<file path="src/rtl/adder_pkg.sv">
// -----------------------------------------------------------------------------
// adder_pkg
// Shared definitions for the pipelined carry-lookahead adder.
//   GROUP_W    : width of one lookahead group (one pipeline stage each)
//   num_groups : number of groups (and therefore stages) for an operand width
//   cla_pgc_t  : per-group bundle of bit propagates, generates and carries
// -----------------------------------------------------------------------------
package adder_pkg;

    localparam int GROUP_W = 4;

    function automatic int num_groups(input int width);
        return width / GROUP_W;
    endfunction

    typedef struct packed {
        logic [GROUP_W-1:0] p;
        logic [GROUP_W-1:0] g;
        logic [GROUP_W-1:0] c;
    } cla_pgc_t;

endpackage

</file>
<file path="src/rtl/cla_group4.sv">
// -----------------------------------------------------------------------------
// cla_group4
// Purely combinational 4-bit carry-lookahead group. Every internal carry is a
// flat two-level sum of products of the bit generates/propagates and cin, so
// there is no ripple inside the group.
// Ports:
//   a, b  : 4-bit operand nibbles
//   cin   : carry into bit 0 of the group
//   s     : 4-bit sum
//   cout  : carry out of bit 3
//   pg    : group propagate (all four bits propagate)
//   gg    : group generate (the group produces a carry on its own)
// -----------------------------------------------------------------------------
module cla_group4
    import adder_pkg::*;
(
    input  logic [3:0] a,
    input  logic [3:0] b,
    input  logic       cin,
    output logic [3:0] s,
    output logic       cout,
    output logic       pg,
    output logic       gg
);

    cla_pgc_t w_pgc;

    // Bit-level propagate/generate plus the three lookahead carries, each
    // written directly in terms of cin rather than the previous carry.
    always_comb begin
        w_pgc      = '0;
        w_pgc.p    = a ^ b;
        w_pgc.g    = a & b;
        w_pgc.c[0] = cin;
        w_pgc.c[1] = w_pgc.g[0]
                   | (w_pgc.p[0] & cin);
        w_pgc.c[2] = w_pgc.g[1]
                   | (w_pgc.p[1] & w_pgc.g[0])
                   | (w_pgc.p[1] & w_pgc.p[0] & cin);
        w_pgc.c[3] = w_pgc.g[2]
                   | (w_pgc.p[2] & w_pgc.g[1])
                   | (w_pgc.p[2] & w_pgc.p[1] & w_pgc.g[0])
                   | (w_pgc.p[2] & w_pgc.p[1] & w_pgc.p[0] & cin);
    end

    assign pg   = &w_pgc.p;
    assign gg   = w_pgc.g[3]
                | (w_pgc.p[3] & w_pgc.g[2])
                | (w_pgc.p[3] & w_pgc.p[2] & w_pgc.g[1])
                | (w_pgc.p[3] & w_pgc.p[2] & w_pgc.p[1] & w_pgc.g[0]);
    assign cout = gg | (pg & cin);
    assign s    = w_pgc.p ^ w_pgc.c;

endmodule

</file>
<file path="src/rtl/pipelined_cla_adder.sv">
// -----------------------------------------------------------------------------
// pipelined_cla_adder
// WIDTH-bit adder split into WIDTH/4 lookahead groups, one group per pipeline
// stage, with the inter-group carry registered between stages. Operands enter
// and results leave through valid/ready handshakes; empty stages are filled
// even while the output is stalled, so bubbles collapse.
// Optional feature macro: ADDER_SUB_EN adds the sub input and ovf output.
// Ports:
//   clk, rst            : clock, asynchronous active-high reset
//   in_valid / in_ready : operand handshake (in_ready is combinational)
//   A, B, Ci            : operands and carry in
//   out_valid/out_ready : result handshake
//   S, Co               : registered sum and carry out of bit WIDTH-1
//   sub, ovf            : subtract select / signed overflow (ADDER_SUB_EN)
// -----------------------------------------------------------------------------
module pipelined_cla_adder
    import adder_pkg::*;
#(
    parameter int WIDTH = 16
) (
    input  logic             clk,
    input  logic             rst,
    input  logic             in_valid,
    output logic             in_ready,
    input  logic [WIDTH-1:0] A,
    input  logic [WIDTH-1:0] B,
    input  logic             Ci,
    output logic             out_valid,
    input  logic             out_ready,
    output logic [WIDTH-1:0] S,
    output logic             Co
`ifdef ADDER_SUB_EN
    ,
    input  logic             sub,
    output logic             ovf
`endif
);

    localparam int NG = num_groups(WIDTH);

    if ((WIDTH % GROUP_W) != 0 || WIDTH < GROUP_W) begin : g_widthCheck
        $error("pipelined_cla_adder: WIDTH must be a multiple of 4 and at least 4");
    end

    logic [NG-1:0]    r_valid;
    logic [NG-1:0]    r_carry;
    logic [WIDTH-1:0] r_sum [NG];
    logic [WIDTH-1:0] r_opA [NG];
    logic [WIDTH-1:0] r_opB [NG];

    logic [NG-1:0]    w_adv;
    logic [NG-1:0]    w_load;
    logic [NG-1:0]    w_fill;
    logic [NG-1:0]    w_carryNext;
    logic [WIDTH-1:0] w_sumNext [NG];
    logic [WIDTH-1:0] w_effB;
    logic             w_effCin;

    logic [3:0]       w_grpA    [NG];
    logic [3:0]       w_grpB    [NG];
    logic [3:0]       w_grpS    [NG];
    logic             w_grpCin  [NG];
    logic             w_grpCout [NG];
    logic             w_grpPg   [NG];
    logic             w_grpGg   [NG];

    // Subtraction is folded in at the entry: B is inverted and the carry
    // forced, and the inverted B is what travels down the skew registers.
`ifdef ADDER_SUB_EN
    assign w_effB   = B ^ {WIDTH{sub}};
    assign w_effCin = Ci | sub;
`else
    assign w_effB   = B;
    assign w_effCin = Ci;
`endif

    for (genvar k = 0; k < NG; k++) begin : g_stage
        if (k == 0) begin : g_first
            assign w_grpA[k]   = A[3:0];
            assign w_grpB[k]   = w_effB[3:0];
            assign w_grpCin[k] = w_effCin;
        end else begin : g_rest
            assign w_grpA[k]   = r_opA[k-1][4*k +: 4];
            assign w_grpB[k]   = r_opB[k-1][4*k +: 4];
            assign w_grpCin[k] = r_carry[k-1];
        end

        cla_group4 u_group (
            .a    (w_grpA[k]),
            .b    (w_grpB[k]),
            .cin  (w_grpCin[k]),
            .s    (w_grpS[k]),
            .cout (w_grpCout[k]),
            .pg   (w_grpPg[k]),
            .gg   (w_grpGg[k])
        );
    end

    // Advance chain runs from the output back to stage 0. A stage loads when
    // it is empty or its content moves on; it fills only when the stage
    // above actually hands a beat over (or a beat is accepted at stage 0).
    always_comb begin : p_handshake
        logic [NG-1:0] adv;
        adv        = '0;
        adv[NG-1]  = r_valid[NG-1] && out_ready;
        for (int k = NG - 2; k >= 0; k--) begin
            adv[k] = r_valid[k] && (!r_valid[k+1] || adv[k+1]);
        end
        w_adv     = adv;
        w_load    = ~r_valid | adv;
        w_fill    = '0;
        w_fill[0] = in_valid && w_load[0];
        for (int k = 1; k < NG; k++) begin
            w_fill[k] = adv[k-1];
        end
    end

    // Next sum image per stage: lower nibbles come from the stage above and
    // this stage's group result is spliced in on top. Inter-stage carries use
    // the group generate/propagate; the final stage keeps the group cout.
    always_comb begin
        w_sumNext[0]      = '0;
        w_sumNext[0][3:0] = w_grpS[0];
        for (int k = 1; k < NG; k++) begin
            w_sumNext[k]             = r_sum[k-1];
            w_sumNext[k][4*k +: 4]   = w_grpS[k];
        end
        w_carryNext = '0;
        for (int k = 0; k < NG - 1; k++) begin
            w_carryNext[k] = w_grpGg[k] | (w_grpPg[k] & w_grpCin[k]);
        end
        w_carryNext[NG-1] = w_grpCout[NG-1];
    end

    // Stage registers. Data only moves when a beat is handed over, so a
    // stalled last stage holds S/Co steady and an emptied stage keeps its
    // old (ignored) contents.
    always_ff @(posedge clk or posedge rst) begin
        if (rst) begin
            r_valid <= '0;
            r_carry <= '0;
            for (int k = 0; k < NG; k++) begin
                r_sum[k] <= '0;
                r_opA[k] <= '0;
                r_opB[k] <= '0;
            end
        end else begin
            for (int k = 0; k < NG; k++) begin
                if (w_load[k]) begin
                    r_valid[k] <= w_fill[k];
                end
                if (w_fill[k]) begin
                    r_sum[k]   <= w_sumNext[k];
                    r_carry[k] <= w_carryNext[k];
                end
            end
            if (w_fill[0]) begin
                r_opA[0] <= A;
                r_opB[0] <= w_effB;
            end
            for (int k = 1; k < NG; k++) begin
                if (w_fill[k]) begin
                    r_opA[k] <= r_opA[k-1];
                    r_opB[k] <= r_opB[k-1];
                end
            end
        end
    end

`ifdef ADDER_SUB_EN
    logic r_ovf;
    logic w_ovfNext;

    assign w_ovfNext = (w_grpA[NG-1][3] == w_grpB[NG-1][3])
                    && (w_grpS[NG-1][3] != w_grpA[NG-1][3]);

    // Overflow is captured alongside the top nibble of the sum.
    always_ff @(posedge clk or posedge rst) begin
        if (rst) begin
            r_ovf <= 1'b0;
        end else if (w_fill[NG-1]) begin
            r_ovf <= w_ovfNext;
        end
    end

    assign ovf = r_ovf;
`endif

    assign in_ready  = w_load[0];
    assign out_valid = r_valid[NG-1];
    assign S         = r_sum[NG-1];
    assign Co        = r_carry[NG-1];

endmodule
</file>
<file path="config.mk">
export PLATFORM = sky130hd
export DESIGN_NAME = pipelined_cla_adder
export DESIGN_NICKNAME = d
export VERILOG_FILES = /design/src/rtl/adder_pkg.sv /design/src/rtl/cla_group4.sv /design/src/rtl/pipelined_cla_adder.sv
export SDC_FILE = /design/constraint.sdc
export NUM_CORES = 1
export LEC_CHECK = 0
export CAP_MARGIN = 20
export CORE_MARGIN = 8
export CORE_UTILIZATION = 26
export CTS_CLUSTER_DIAMETER = 120
export DETAILED_ROUTE_END_ITERATION = 7
export GPL_ROUTABILITY_DRIVEN = 0
export PLACE_DENSITY = 0.54
export SLEW_MARGIN = 20
export SYNTH_ARGS = -nofsm -noshare
export SYNTH_HDL_FRONTEND = slang
export SYNTH_HIERARCHICAL = 1
export SYNTH_SLANG_ARGS = --single-unit
</file>
<file path="constraint.sdc">
create_clock -name clk -period 8.6 [get_ports clk]
set_clock_uncertainty 0.05 [all_clocks]
set_input_delay 1.29 -clock clk [delete_from_list [all_inputs] [get_ports clk]]
set_output_delay 1.29 -clock clk [all_outputs]
set_load 0.1 [all_outputs]
</file>
---- Word-level counts from Yosys, hierarchy flattened ----
Index checks and enable logic that the tools add are counted.
storage, ports and cells
  word-level logic and storage cells ...... 147
  output and inout bits ................... 19
  input port bits ......................... 37
  register bits ........................... 144
operators by class
  bitwise gates (word level) .............. 114
  reductions and logical operators ........ 15
operators by type and width
  operator             count
  1-bit AND            60
  1-bit OR             40
  4-bit XOR            8
  4-bit AND            4
  4-bit AND reduction  4
  1-bit logical AND    5
  4-bit NOT            1
  4-bit OR             1
  1-bit zero test      3
  1-bit logical OR     3

---- Logic depth before layout (Yosys ltp) ----
Gate-level depths: netlist of the first run.
  word-level depth ........................ 9
  mapped depth ............................ 6
  mapped depth without buffers ............ 6

---- By module ----
Netlist of the first run, hierarchy kept.
modules (own cells, without submodules)
  module               seq. area each (µm²)  instances  area each (µm²)  cells an instance
  pipelined_cla_adder  2402.3                1          3774.9           233
  cla_group4           0.0                   4          193.9            22

---- Worst setup path before layout of the first run ----
OpenSTA, ideal clock, no wires.
  path kind ............................... input to output
  start ................................... in out_ready
  end ..................................... out in_ready
  path buffers ............................ 0
  data required time ...................... 7.260 ns
  path slack .............................. 5.127 ns
  stages on the path ...................... 2
  data arrival time ....................... 2.133 ns
  path through ............................ and4b_1 -> nand2_1
between the ends
  word-level cells in the longest chain between the ends .. 8
RTL lines
  element            line                        text
  start, declared    pipelined_cla_adder.sv:29   input logic out_ready,
  1-bit logical AND  pipelined_cla_adder.sv:105  adv[NG-1] = r_valid[NG-1] && out_ready;
  1-bit logical OR   pipelined_cla_adder.sv:107  adv[k] = r_valid[k] && (!r_valid[k+1] || adv[k+1]);
  1-bit logical AND  pipelined_cla_adder.sv:107
  1-bit logical OR   pipelined_cla_adder.sv:107
  1-bit logical AND  pipelined_cla_adder.sv:107
  1-bit logical OR   pipelined_cla_adder.sv:107
  1-bit logical AND  pipelined_cla_adder.sv:107
  4-bit OR           pipelined_cla_adder.sv:110  w_load = ~r_valid | adv;
  end, declared      pipelined_cla_adder.sv:24   output logic in_ready,
Every way passes these cells.

---- Worst setup path after layout of the first run ----
Same ends and word-level chain as after synthesis.

==> results by group, run 1 <==
CTS
  • Root buffer cell: clkbuf_16
  • H-tree depth: 3
  • Reg clk slew, reported paths: 60 ps
  • CTS tree: done
  • Hold-fix buffers at CTS: 0
  • Post-CTS setup buffer count: 0
  • Total clock sinks: 96
  • Cts bufs inserted: 9
  • Clock latency on the worst-skew pair: 340 ps
  • Post_cts resized: 0
  • CTS max path bufs: 2

Critical path
  • Worst R2R End: r_opA[55]$_DFFE_PP0P_
  • Crit path kind: input pin to output pin
  • Critical path startpoint category: input pin
  • FF-to-FF setup slack: 6670 ps
  • CP max FO: 4
  • Reg2Reg Depth: 4
  • Critical Path End Type: output pin
  • Worst path arrival time: 3300 ps
  • Reg2Reg Launch Point: r_valid[1]$_DFFE_PP0P_
  • WP data required: 7260 ps

Final layout
  • N_diodes: 0
  • Final non-filler cell total: 589
  • Final core occ: 0.3234
  • Storage cell area: 2402 um^2
  • Share of cells above drive strength 1: 0.3516
  • Area delta synth->final: 22.89%
  • Fin nets: 416
  • Fill count: 1,683
  • Multi-input logic area: 1834 um^2
  • Design Area, Final: 5535 um^2

Status
  • Outcome: finished clean

Timing
  • Slew Limit Headroom: 0.3177
  • Fin crit period: 4636 ps
  • Fmax: 0.2157 GHz
  • Slew Limit Fails: 0
  • Final period utilization: 0.5390
  • Final hold vios: 0
  • Worst hold slack: 449.1 ps
  • Min setup slack post-route: 3964 ps
  • Least-Margin Pin Slew: 1020 ps
  • Setup TNS: 0 ps
  • RSZ-0062 raised after global routing: no
  • Setup violations, final: 0

Synthesis
  • Post-Syn Nets: 372
  • Synth Warn #: 6
  • Gate Count Post-Synth: 315
  • Synthesized area per cell: 14.30 um^2
  • Syn Std Cell Area: 4504 um^2

Power and ir drop
  • PwrDens: 365.0 nW/um^2
  • Lkg Pwr: 2.388 nW
  • Max rail drop VDD: 0.1337 mV
  • Pwr Total: 2.020 mW

Route
  • DR WL/cell: 13.74 um
  • DR pass1 iterations: 4
  • DRT iter0 DRCs: 75
  • Vias: 2,414
  • Final ANT Viol Nets: 0
  • Vias per cell: 4.098
  • Remaining DRCs: 0
  • WL final: 8094 um

Die
  • Core Box Area: 17,120 um^2
  • Die area: 21,790 um^2
  • Initial Util: 0.2632
  • Die Span X: 147.6 um
  • IO Count: 56
  • Height of the die: 147.6 um
  • # rows: 48

Hold path
  • HP Class: register to register
  • WHS Endpoint: r_sum[17]$_DFFE_PP0P_
  • Min-Delay Path Depth: 1
  • Hold path start: r_sum[17]$_DFFE_PP0P_

Placed design
  • Post-DP HPWL: 6045 um
  • Area after DPL: 5165 um^2
  • PortBufs: 55
  • Pre-CTS setup slack: 3968 ps
  • Dpl cells: 572

Global routing
  • Total GRT Usage: 0.07994
  • Initial antenna violation count: 0
  • Vias in the first global route: 2,658
  • Total grt overflow: 0
  • Largest net degree at the start of global routing: 68
  • Global-route wire length before repair: 13,810 um

Job
  • Max_cap viols: 0
[power by group]
group          internal (mW)  switching [mW]
sequential             0.609          0.0889
clock                  0.285           0.170
combinational          0.339           0.528
[routing by layer]
metal | routed length (um) | share of wire | vias to the layer above | global-route usage
met5 | 0 | 0 | - | 0
met4 | 203 | 0.025 | 0 | 0.04284
met3 | 239 | 0.030 | 10 | 0.02079
met2 | 3626 | 0.45 | 34 | 0.1211
met1 | 4024 | 0.50 | 1203 | 0.1026
li1 | - | - | 1167 | -
[worst max-delay path, cell delays in order]
cell and delay, ps:
clkdlybuf4s50_1 510, and4b_1 210, nand2_1 120, clkdlybuf4s50_1 1160
[worst max-delay path by stage]
| stage | startpoint | endpoint | slack [ps] | cells after the start |
|---|---|---|---|---|
| finish | out_ready | in_ready | 3960 | 4 |
| global route | out_ready | in_ready | 3910 | 4 |
| CTS | out_ready | in_ready | 3940 | 4 |
| detailed placement | out_ready | in_ready | 3970 | 4 |
| global placement | out_ready | in_ready | 3960 | 4 |
| floorplan | rst | S[0]$_DFFE_PP0P_ | 4750 | 1 |
[flip-flops by register name, indices dropped and copies added (netlist names)]
name and cells:
r_carry 4, r_opB 24, S 16, r_opA 24, r_valid 4, r_sum 24
[cell type report]
type | instances | share of cell area
repair buffers | 57 | 0.1058
clock buffers | 9 | 0.04069
flip-flops and latches | 96 | 0.4340
multi-input cells | 172 | 0.3314
well taps | 225 | 0.05086
inverters | 23 | 0.01605
clock inverters | 7 | 0.02125
[cell usage in the layout (no fill, tap or decap), drive strengths merged]
master / n
a21o: 8
a21oi: 12
a31oi: 1
a41oi: 4
and4: 3
and4b: 1
buf: 2
bufinv: 3
clkbuf: 9
clkdlybuf4s50: 55
clkinv: 2
dfrtp: 96
fa: 4
ha: 16
inv: 25
mux2: 89
mux2i: 1
nand2: 5
nand2b: 4
nand3b: 1
nand4b: 1
o21ai: 7
o21bai: 3
xnor2: 8
xor2: 4
(Power assumes the default switching activity.)
==> run 2: changes to the inputs <==
==> constraint.sdc (replaced) <==
create_clock -name clk -period 4.6 [get_ports clk]
set_clock_uncertainty 0.05 [all_clocks]
set_input_delay 0.69 -clock clk [delete_from_list [all_inputs] [get_ports clk]]
set_output_delay 0.69 -clock clk [all_outputs]
set_load 0.1 [all_outputs]
==> results by group, run 2 (synthesized netlist as in run 1, its figures left out) <==
Status
  • Outcome: finished clean

Placed design
  • Dpl cells: 572
  • PortBufs: 55
  • Post-DP HPWL: 6060 um

Critical path
  • Worst R2R End: r_opA[54]$_DFFE_PP0P_
  • Critical Path End Type: output pin
  • Worst path arrival time: 1940 ps
  • Reg2Reg Depth: 4
  • CP max stage delay: 1180 ps
  • Critical path startpoint category: register
  • WP data required: 3860 ps
  • CP max FO: 5
  • Worst path buffer plus inverter count: 1
  • Crit path kind: register to output pin
  • FF-to-FF setup slack: 2660 ps
  • Cell family with most CP delay: buffers and inverters
  • Critical path's slowest cell: clkdlybuf4s50_1
  • Reg2Reg Launch Point: r_valid[1]$_DFFE_PP0P_
  • Worst path cell trace: clkdlybuf4s50_1
  • Number of cells on the critical path: 1

CTS
  • Reg clk slew, reported paths: 70 ps
  • Root buffer cell: clkbuf_16
  • Total clock sinks: 96
  • Clock latency on the worst-skew pair: 330 ps
  • CTS tree: done
  • H-tree depth: 3
  • Cts bufs inserted: 9
  • Post-CTS setup buffer count: 0
  • CTS max path bufs: 2
  • Hold-fix buffers at CTS: 0
  • Post_cts resized: 0

Power and ir drop
  • Lkg Pwr: 2.391 nW
  • Max rail drop VDD: 0.2233 mV
  • PwrDens: 685.2 nW/um^2

Final layout
  • Most common cell after layout, fill and taps aside: dfrtp_1
  • Most frequent cells in the layout: dfrtp_1 (96), mux2_2 (80), clkdlybuf4s50_1 (54), inv_1 (22), ha_1 (16)
  • N_diodes: 0
  • Share of cells above drive strength 1: 0.3516
  • Area delta synth->final: 23.11%
  • Final non-filler cell total: 589
  • Fill count: 1,692
  • Largest regs: r_opA (24), r_opB (24), r_sum (24)
  • Fin nets: 416

Die
  • IO Count: 56
  • Die area: 21,790 um^2
  • # rows: 48
  • Core Box Area: 17,120 um^2
  • Initial Util: 0.2632
  • Height of the die: 147.6 um
  • Die Span X: 147.6 um

Route
  • Vias: 2,454
  • WL final: 8018 um
  • DR pass1 iterations: 4
  • Vias per cell: 4.166
  • DRT iter0 DRCs: 80
  • Final ANT Viol Nets: 0
  • DR WL/cell: 13.61 um
  • Remaining DRCs: 0

Global routing
  • Total grt overflow: 0
  • Largest net degree at the start of global routing: 64
  • Total GRT Usage: 0.07829
  • Vias in the first global route: 2,695
  • Global-route wire length before repair: 13,680 um
  • Initial antenna violation count: 0

Timing
  • RSZ-0062 raised after global routing: no
  • Final hold vios: 0
  • Final period utilization: 0.5834
  • Slew Limit Headroom: 0.3220
  • Setup TNS: 0 ps
  • Fin crit period: 2684 ps
  • Least-Margin Pin Slew: 1014 ps
  • Setup violations, final: 0
  • Fmax: 0.3726 GHz
  • Slew Limit Fails: 0

Hold path
  • HP Class: register to register
  • WHS Endpoint: r_sum[23]$_DFFE_PP0P_
  • Hold path start: r_sum[39]$_DFFE_PP0P_
  • Min-Delay Path Depth: 1

Job
  • Max_cap viols: 0
run 2: changes by cell type in the layout (fill, tap and decap cells not counted), sizes merged:
cell / delta
clkbuf: +3
clkinv: -2
buf: +1
clkdlybuf4s50: -1
inv: -1
run 2: worst max-delay path by stage:
| stage | from | endpoint |
|---|---|---|
| detailed placement | out_ready | r_opB[61]$_DFFE_PP0P_ |
| finish | r_valid[3]$_DFFE_PP0P_ | out_valid |
| global route | r_valid[3]$_DFFE_PP0P_ | out_valid |
| global placement | out_ready | r_opA[63]$_DFFE_PP0P_ |
| CTS | r_valid[3]$_DFFE_PP0P_ | out_valid |
| floorplan | rst | S[0]$_DFFE_PP0P_ |
run 2: area by class of cell:
type | instances | area, um^2 | area share
tap | 225 | 281.5 | 0.05077
timing repair buffer | 57 | 583.1 | 0.1051
inverter | 23 | 88.84 | 0.01602
clock inverter | 4 | 98.84 | 0.01782
sequential | 96 | 2402 | 0.4332
clock buffer | 12 | 256.5 | 0.04625
multi-input combinational | 172 | 1834 | 0.3308
run 2: layer usage:
layer	global-route usage	up-vias	share of wire
met5	0	-	0
li1	-	1181	-
met3	0.02446	8	0.049
met1	0.09614	1229	0.47
met4	0.04131	0	0.021
met2	0.1211	36	0.46
run 2: where the power goes:
part	switching (mW)	internal, mW	total (mW)
Sequential	0.165	1.14	1.30
Combinational	0.991	0.633	1.62
Clock	0.308	0.563	0.871
Total	1.46	2.34	3.80
run 2: metrics by stage:
stage | total power [mW] | utilization | instance area [um^2] | setup WS [ps] | hold WS [ps]
2_1_floorplan | 2.692 | - | 4504 | 1355 | 424.9
3_3_place_gp | 2.926 | 0.3016 | 5162 | 1729 | 438.2
3_5_place_dp | 2.965 | 0.3016 | 5162 | 1693 | 440.2
4_1_cts | 3.851 | 0.3224 | 5518 | 1880 | 455.0
5_1_grt | 4.016 | 0.3240 | 5545 | 1830 | 470.6
6_report | 3.800 | 0.3240 | 5545 | 1916 | 449.3
